File: config.mk
export PLATFORM = sky130hd
export DESIGN_NAME = rcn_fifo_push_arb
export DESIGN_NICKNAME = d
export VERILOG_FILES = /design/src/rtl/rcn_pkg.sv /design/src/rtl/rcn_rr_pick.sv /design/src/rtl/rcn_fifo_push_arb.sv
export SDC_FILE = /design/constraint.sdc
export NUM_CORES = 1
export LEC_CHECK = 0
export BUFFER_PORTS_ARGS = -buffer_cell sky130_fd_sc_hd__buf_2
export CORE_MARGIN = 2
export CORE_UTILIZATION = 50
export CTS_BUF_LIST = sky130_fd_sc_hd__clkbuf_16
export DETAILED_ROUTE_END_ITERATION = 10
export PLACE_DENSITY = 0.81
export SYNTH_ARGS = -nofsm -noshare
export SYNTH_HDL_FRONTEND = slang
export SYNTH_SLANG_ARGS = --single-unit
File: constraint.sdc
create_clock -name clk_in -period 6.5 [get_ports clk_in]
set_input_delay 1.3 -clock clk_in [delete_from_list [all_inputs] [get_ports clk_in]]
set_output_delay 1.3 -clock clk_in [all_outputs]
set_load 0.02 [all_outputs]
File: src/rtl/rcn_pkg.sv
// Shared rcn transaction constants and helpers.
package rcn_pkg;

    localparam int unsigned RCN_W      = 69;
    localparam int unsigned RCN_VALID  = 68;
    localparam int unsigned RCN_DATA_W = 68;

    // Port index width; fixed at 3 bits for all supported port counts (2..8).
    function automatic int unsigned port_idx_w(int unsigned ports);
        return (ports <= 8) ? 3 : $clog2(ports);
    endfunction

endpackage

File: src/rtl/rcn_rr_pick.sv
// Combinational round-robin picker: first set request at or after ptr, wrapping modulo N.
module rcn_rr_pick #(
    parameter int unsigned N  = 4,
    parameter int unsigned IW = 3
) (
    input  logic [N-1:0]  req,
    input  logic [IW-1:0] ptr,
    input  logic          en,
    output logic [N-1:0]  gnt,
    output logic [IW-1:0] idx,
    output logic          any
);

    // Scan offsets from farthest to nearest so the nearest match overrides.
    always_comb begin
        gnt = '0;
        idx = '0;
        any = 1'b0;
        if (en) begin
            for (int k = int'(N) - 1; k >= 0; k--) begin
                for (int i = 0; i < int'(N); i++) begin
                    if (req[i] && (i == (int'(ptr) + k) % int'(N))) begin
                        gnt    = '0;
                        gnt[i] = 1'b1;
                        idx    = IW'(i);
                        any    = 1'b1;
                    end
                end
            end
        end
    end

endmodule

File: src/rtl/rcn_fifo_push_arb.sv
// Round-robin arbiter sharing one rcn async FIFO push port among PORTS requesters,
// each with a one-entry holding register.
module rcn_fifo_push_arb
    import rcn_pkg::*;
#(
    parameter int unsigned PORTS = 4
) (
    input  logic                     clk_in,
    input  logic                     rst_in,
    input  logic [PORTS*RCN_W-1:0]   req_rcn,
    output logic [PORTS-1:0]         req_busy,
    output logic [RCN_W-1:0]         fifo_rcn,
    output logic                     fifo_push,
    input  logic                     fifo_full,
    output logic [2:0]               gnt_idx
);

    localparam int unsigned IdxW = port_idx_w(PORTS);
    localparam logic [IdxW-1:0] LastPort = IdxW'(PORTS - 1);

    logic [PORTS-1:0]      req_v;
    logic [PORTS-1:0]      hold_v;
    logic [PORTS-1:0]      gnt;
    logic [PORTS-1:0]      cap;
    logic [RCN_DATA_W-1:0] hold_d [PORTS];
    logic [IdxW-1:0]       rr_ptr;
    logic [IdxW-1:0]       rr_next;
    logic [IdxW-1:0]       pick_idx;
    logic                  pick_any;

    always_comb begin
        req_v = '0;
        for (int i = 0; i < int'(PORTS); i++) begin
            req_v[i] = req_rcn[RCN_W*i + RCN_VALID];
        end
    end

    rcn_rr_pick #(
        .N  (PORTS),
        .IW (IdxW)
    ) u_pick (
        .req (hold_v),
        .ptr (rr_ptr),
        .en  (~fifo_full),
        .gnt (gnt),
        .idx (pick_idx),
        .any (pick_any)
    );

    // A holder being drained this cycle is free to recapture at the same edge.
    assign req_busy  = hold_v & ~gnt;
    assign cap       = req_v & ~req_busy;
    assign fifo_push = pick_any;
    assign gnt_idx   = pick_idx;
    assign rr_next   = (pick_idx == LastPort) ? '0 : pick_idx + 1'b1;

    always_comb begin
        fifo_rcn = '0;
        for (int i = 0; i < int'(PORTS); i++) begin
            if (gnt[i]) begin
                fifo_rcn = {1'b1, hold_d[i]};
            end
        end
    end

    always_ff @(posedge clk_in or posedge rst_in) begin
        if (rst_in) begin
            hold_v <= '0;
            rr_ptr <= '0;
        end else begin
            for (int i = 0; i < int'(PORTS); i++) begin
                if (cap[i]) begin
                    hold_v[i] <= 1'b1;
                end else if (gnt[i]) begin
                    hold_v[i] <= 1'b0;
                end
            end
            if (pick_any) begin
                rr_ptr <= rr_next;
            end
        end
    end

    // Payload needs no reset; hold_v qualifies it.
    always_ff @(posedge clk_in) begin
        for (int i = 0; i < int'(PORTS); i++) begin
            if (cap[i]) begin
                hold_d[i] <= req_rcn[RCN_W*i +: RCN_DATA_W];
            end
        end
    end

endmodule

## Word-level counts from Yosys, hierarchy flattened

Memories as Yosys holds them, arrays and structs flattened.
Cells that the tools add are included.

- Word-level logic and storage cells: 128
- Memories: 1
- Register bits: 6
- Output and inout bits: 77
- Bits of input ports: 279
- Bits in writable memories: 272

Memory list:

| name | words | width | rd ports | clocked after Yosys merged registers in | wr ports | RTL line | RTL |
|---|---|---|---|---|---|---|---|
| hold_d | 4 | 68 | 4 | 0 | 4 | rcn_fifo_push_arb.sv:25 | `logic [RCN_DATA_W-1:0] hold_d [PORTS];` |

- Bitwise gates (word level): 7
- Muxes and demuxes: 71
- Equality and inequality tests: 13
- Reduce and logical (&&, ||, !) cells: 27
- $add $sub $neg: 4

Operators with widths:

| kind | number |
|---|---|
| two-way mux 69 bit | 4 |
| zero test 32 bit | 4 |
| two-way mux 4 bit | 14 |
| two-way mux 1 bit | 35 |
| two-way mux 2 bit | 17 |
| equality test 3 bit, first input constant | 6 |
| logical AND 1 bit | 16 |
| equality test 2 x 3 -> 1 bit, first input constant | 3 |
| AND 4 bit | 2 |
| NOT 4 bit | 2 |
| nonzero test 2 bit | 4 |
| OR reduction 2 bit | 3 |
| adder 2 x 1 -> 2 bit, second input constant | 2 |
| adder 2 bit, second input constant | 2 |
| equality test 2 bit, first input constant | 2 |
| AND 1 bit, first input constant | 3 |
| equality test 3 x 2 -> 1 bit, second input constant | 1 |
| two-way mux 3 bit | 1 |
| equality test 1 x 2 -> 1 bit, first input constant | 1 |

## Longest topological paths before layout

- Depth in word-level cells: 28
- Gate-level depth with buffers: 9
- Depth with buffers taken out: 5

## Modules after synthesis

A second synthesis with hierarchy kept.

- Cells, all modules: 586
- Area total of the unflattened synthesis: 10385.0 sq um

By module, submodules not included:

| module | cells an instance | seq. area each (sq um) | times used | area an instance (sq um) |
|---|---|---|---|---|
| rcn_fifo_push_arb | 554 | 8343.0 | 1 | 10147.2 |
| rcn_rr_pick | 32 | 0.0 | 1 | 237.7 |

## Worst setup path before layout

Ideal clock, no wire load.

- Path type: input to register
- Start point: input port fifo_full
- End point: memory hold_d[1][0] (enable)
- Arrival time: 5.095 ns
- Cell stages on the path: 5
- Library setup time: 0.501 ns
- Buffers on the path: 2
- Slack: 0.904 ns
- Data required time: 5.999 ns
- Path through: clkbuf_1 and4b_1 clkbuf_1 nor2b_1 nor2b_1

RTL lines:

| item | RTL line | RTL |
|---|---|---|
| start, declared | rcn_fifo_push_arb.sv:14 | `input logic fifo_full,` |
| end, declared | rcn_fifo_push_arb.sv:25 |  |

## Final worst setup path

- Start point: register hold_v[3]
- End point: output port fifo_rcn[8]

- Word-level cells in the longest chain between the ends: 19
- Elaborated cells between the ends (all ways): 22
- Classes of those cells: mux (18); reduce/logical (4)

Ends and longest elaborated chain:

| item | RTL line | RTL |
|---|---|---|
| start, declared | rcn_fifo_push_arb.sv:22 | `logic [PORTS-1:0] hold_v;` |
| start signal, assigned | rcn_fifo_push_arb.sv:68 | `hold_v <= '0;` |
| start signal, assigned by index | rcn_fifo_push_arb.sv:73 | `hold_v[i] <= 1'b1;` |
| start signal, assigned by index | rcn_fifo_push_arb.sv:75 | `hold_v[i] <= 1'b0;` |
| logical AND 1 bit | rcn_rr_pick.sv:22 | `if (req[i] && (i == (int'(ptr) + k) % int'(N))) begin` |
| two-way mux 4 bit (12 in series) | rcn_rr_pick.sv:22 |  |
| two-way mux 4 bit (*) | rcn_rr_pick.sv:22 |  |
| two-way mux 4 bit (*) | rcn_rr_pick.sv:19 | `if (en) begin` |
| two-way mux 69 bit (3 in series) | rcn_fifo_push_arb.sv:60 | `if (gnt[i]) begin` |
| two-way mux 69 bit (*) | rcn_fifo_push_arb.sv:60 |  |
| end, declared | rcn_fifo_push_arb.sv:12 | `output logic [RCN_W-1:0] fifo_rcn,` |

Mark *: on every way between the ends. The rest lies on a longest branch, timed or not.

==> results.py <==
metrics = {
    "synthesis": {
        "synth_edf_count": 272,
        "syn_inst": 651,
        "synth_nets": 930,
        "avgSynthCellArea_um2": 16.03,
        "yosysWarnings": 0,
        "synthArstFlopShare_pct": 2.158,
        "seq_area_frac_synth_pct": 79.72,
        "yosys-top-cells-area": "edfxtp_1 78%, a22oi_1 5.0%, a31oi_1 4.1%",
        "ys_seq_elements": 278,
        "synth_cell_types": 33,
        "ys.flop_type": "edfxtp_1",
        "synth_top_cell_by_area": "edfxtp_1",
        "synth_area_mm2": 0.01043,
        "synth_top_area_share_pct": 78.28,
    },
    "setup_path": {
        "cp-startpoint": "hold_v[3]$_DFFE_PP0P_",
        "r2r_slack_ps": 2430,
        "worstPathArrival_ps": 3610,
        "r2r_start": "hold_v[3]$_DFFE_PP0P_",
        "crit_type": "reg -> out",
        "slowest_delay_ps": 620,
        "critPathMaxFanout": 43,
        "critPathSlowestCell": "or2_2",
        "critPathRequiredTime_ps": 5200,
        "cpMostUsedCell": "buf_4",
        "crit_path_start_kind": "register",
        "end_kind": "output port",
        "path_cells": "nor2_1 > a221o_1 > or3_2 > or2_2 > buf_4 > buf_4 > a31oi_1 > buf_2",
    },
    "global_route": {
        "grt_pass1_wl_um": 42100,
        "overflow": 0,
        "track_usage_pct": 25.34,
        "antenna_found_initial": 5,
        "grt_pass1_vias": 7539,
        "grt_max_degree": 70,
    },
    "routing": {
        "num_vias": 7335,
        "ant_nets": 0,
        "wl_um": 28610,
        "drc": 0,
        "wl_per_cell_um": 22.15,
        "drtIter0Drc": 556,
        "drt-vias-per-instance": 5.677,
        "firstDrtPassIters": 5,
    },
    "clock_network": {
        "numClockSinks": 278,
        "clock_latency_ps": 540,
        "htreeDepth": 1,
        "cts_tree": "built",
        "cts_resized": 0,
        "clockBufferDepth": 3,
        "post-cts-setup-buffer-count": 0,
        "cts-root-buf": "clkbuf_16",
        "cts_hold_buf": 0,
        "clk_pin_slew_ps": 60,
        "cts_buffers": 28,
    },
    "placement": {
        "gp_congestion": 0.8512,
        "dpl_cell_area_mm2": 0.01242,
        "io_buffers": 354,
        "dp_hpwl_um": 18340,
    },
    "floorplan": {
        "dieHeight_um": 148.5,
        "dieArea_mm2": 0.02204,
        "core.rowCount": 52,
        "ioPinCount": 356,
        "initial_core_util_pct": 51.23,
        "core_mm2": 0.02036,
        "chipWidth_um": 148.5,
    },
    "outcome": {
        "status": "finished, final reports clean",
    },
    "layout": {
        "area_growth_syn_to_layout_pct": 28.02,
        "final_area_mm2": 0.01336,
        "nets": 1277,
        "fillers": 1415,
        "final_layout_size_suffix_gt1_share_pct": 41.26,
        "final_common_cell": "buf_2",
        "final_cell_mix": "354 x buf_2, 272 x edfxtp_1, 69 x a22oi_1, 69 x nand2_1",
    },
    "timing": {
        "finalSetupViolCount": 0,
        "skew_ps": 6.695,
        "slew_headroom_pct": 26.24,
        "finalSetupTns_ps": 0,
        "period_needed_ps": 4905,
        "slew_viol_final": 0,
        "max_freq_ghz": 0.2039,
        "finalCritPeriodShare_pct": 75.46,
        "rsz0062_at_grt": "no",
        "tightestPinTransition_ps": 1104,
        "hold_ws_ps": 673.3,
        "hold_violations": 0,
    },
    "min_path": {
        "min-delay-start": "rr_ptr[0]$_DFFE_PP0P_",
        "min_path_type": "reg -> reg",
    },
    "flow_run": {
        "maxCapViolations": 0,
    },
    "power_and_ir_drop": {
        "powerDensity_mw_per_mm2": 483.7,
        "irDropWorstVdd_v": 0.0003706,
        "p_leak_nw": 4.991,
    },
}
[worst max-delay path: cells and delay by family (launching register included)]
kind,cells,cell delay (ps)
buffers and inverters,3,800
AOI/OAI and AO/OA,2,490
DFF,1,560
and+or+nand+nor,3,1210
[per-layer routing]
metal  wire length [µm]  GRT usage [%]  vias to the layer above
met2              14730          44.81                      417
met1              10410          30.69                     3571
met4               1075          9.714                        2
met5                 13              0                        -
met3               2376          5.337                       71
li1                   -              -                     3274
[layout make-up]
cell class	instances	area, µm²	area share, %
diodes	4	10.01	0.07493
clock buffers	29	725.7	5.433
clock inverters	21	198.9	1.489
inverters	6	22.52	0.1686
multi-input cells	317	1863	13.95
flip-flops and latches	278	8318	62.27
well taps	270	337.8	2.529
repair buffers	367	1882	14.09
[state kept, by name, indices dropped and copies added, names as in the netlist]
| name | count |
|---|---|
| hold_d | 272 |
| hold_v | 4 |
| rr_ptr | 2 |
[logic make-up after synthesis]
family | share of synthesized area [%]
mux | 0.09594
other cells | 0.03594
buf+inv | 2.758
simple gates | 7.135
flops | 79.72
compound gates | 10.25
[final timing paths]
kind	end	depth (start not counted)
setup / recovery	fifo_rcn[8]	8
hold / removal	rr_ptr[0]$_DFFE_PP0P_	2
setup reg to reg	hold_d[3][49]$_DFFE_PP_	8
hold reg to reg	rr_ptr[0]$_DFFE_PP0P_	2
max in group asynchronous	rr_ptr[1]$_DFFE_PP0P_	2
min in group asynchronous	hold_v[3]$_DFFE_PP0P_	2
[metrics by stage]
step,total power [mW],std cells,setup WS [ps],utilization (%)
2_1_floorplan,4.056,651,903.6,-
3_3_place_gp,4.844,1238,1663,61.00
3_5_place_dp,4.886,1238,1665,61.00
4_1_cts,6.496,1288,1547,65.54
5_1_grt,6.733,1291,1414,65.58
6_report,6.461,1292,1595,65.59
[cell usage after synthesis (all sizes together), types with 2 or more instances]
cell,count
a21o,2
a21oi,4
a22oi,69
a2bb2oi,2
a31oi,68
and2,2
buf,20
clkbuf,30
dfrtp,6
edfxtp,272
inv,6
nand2,70
nand2b,2
nor2,7
nor2b,5
nor3,68
o21ai,5
or2,3
[where the power goes]
| group | switching [mW] | total, mW | internal [mW] | leakage (nW) |
|---|---|---|---|---|
| Clock | 0.649 | 1.61 | 0.960 | 0.459 |
| Sequential | 0.117 | 2.52 | 2.41 | 2.54 |
| Combinational | 1.66 | 2.33 | 0.664 | 1.99 |
Power figures use the tool's default switching activity.
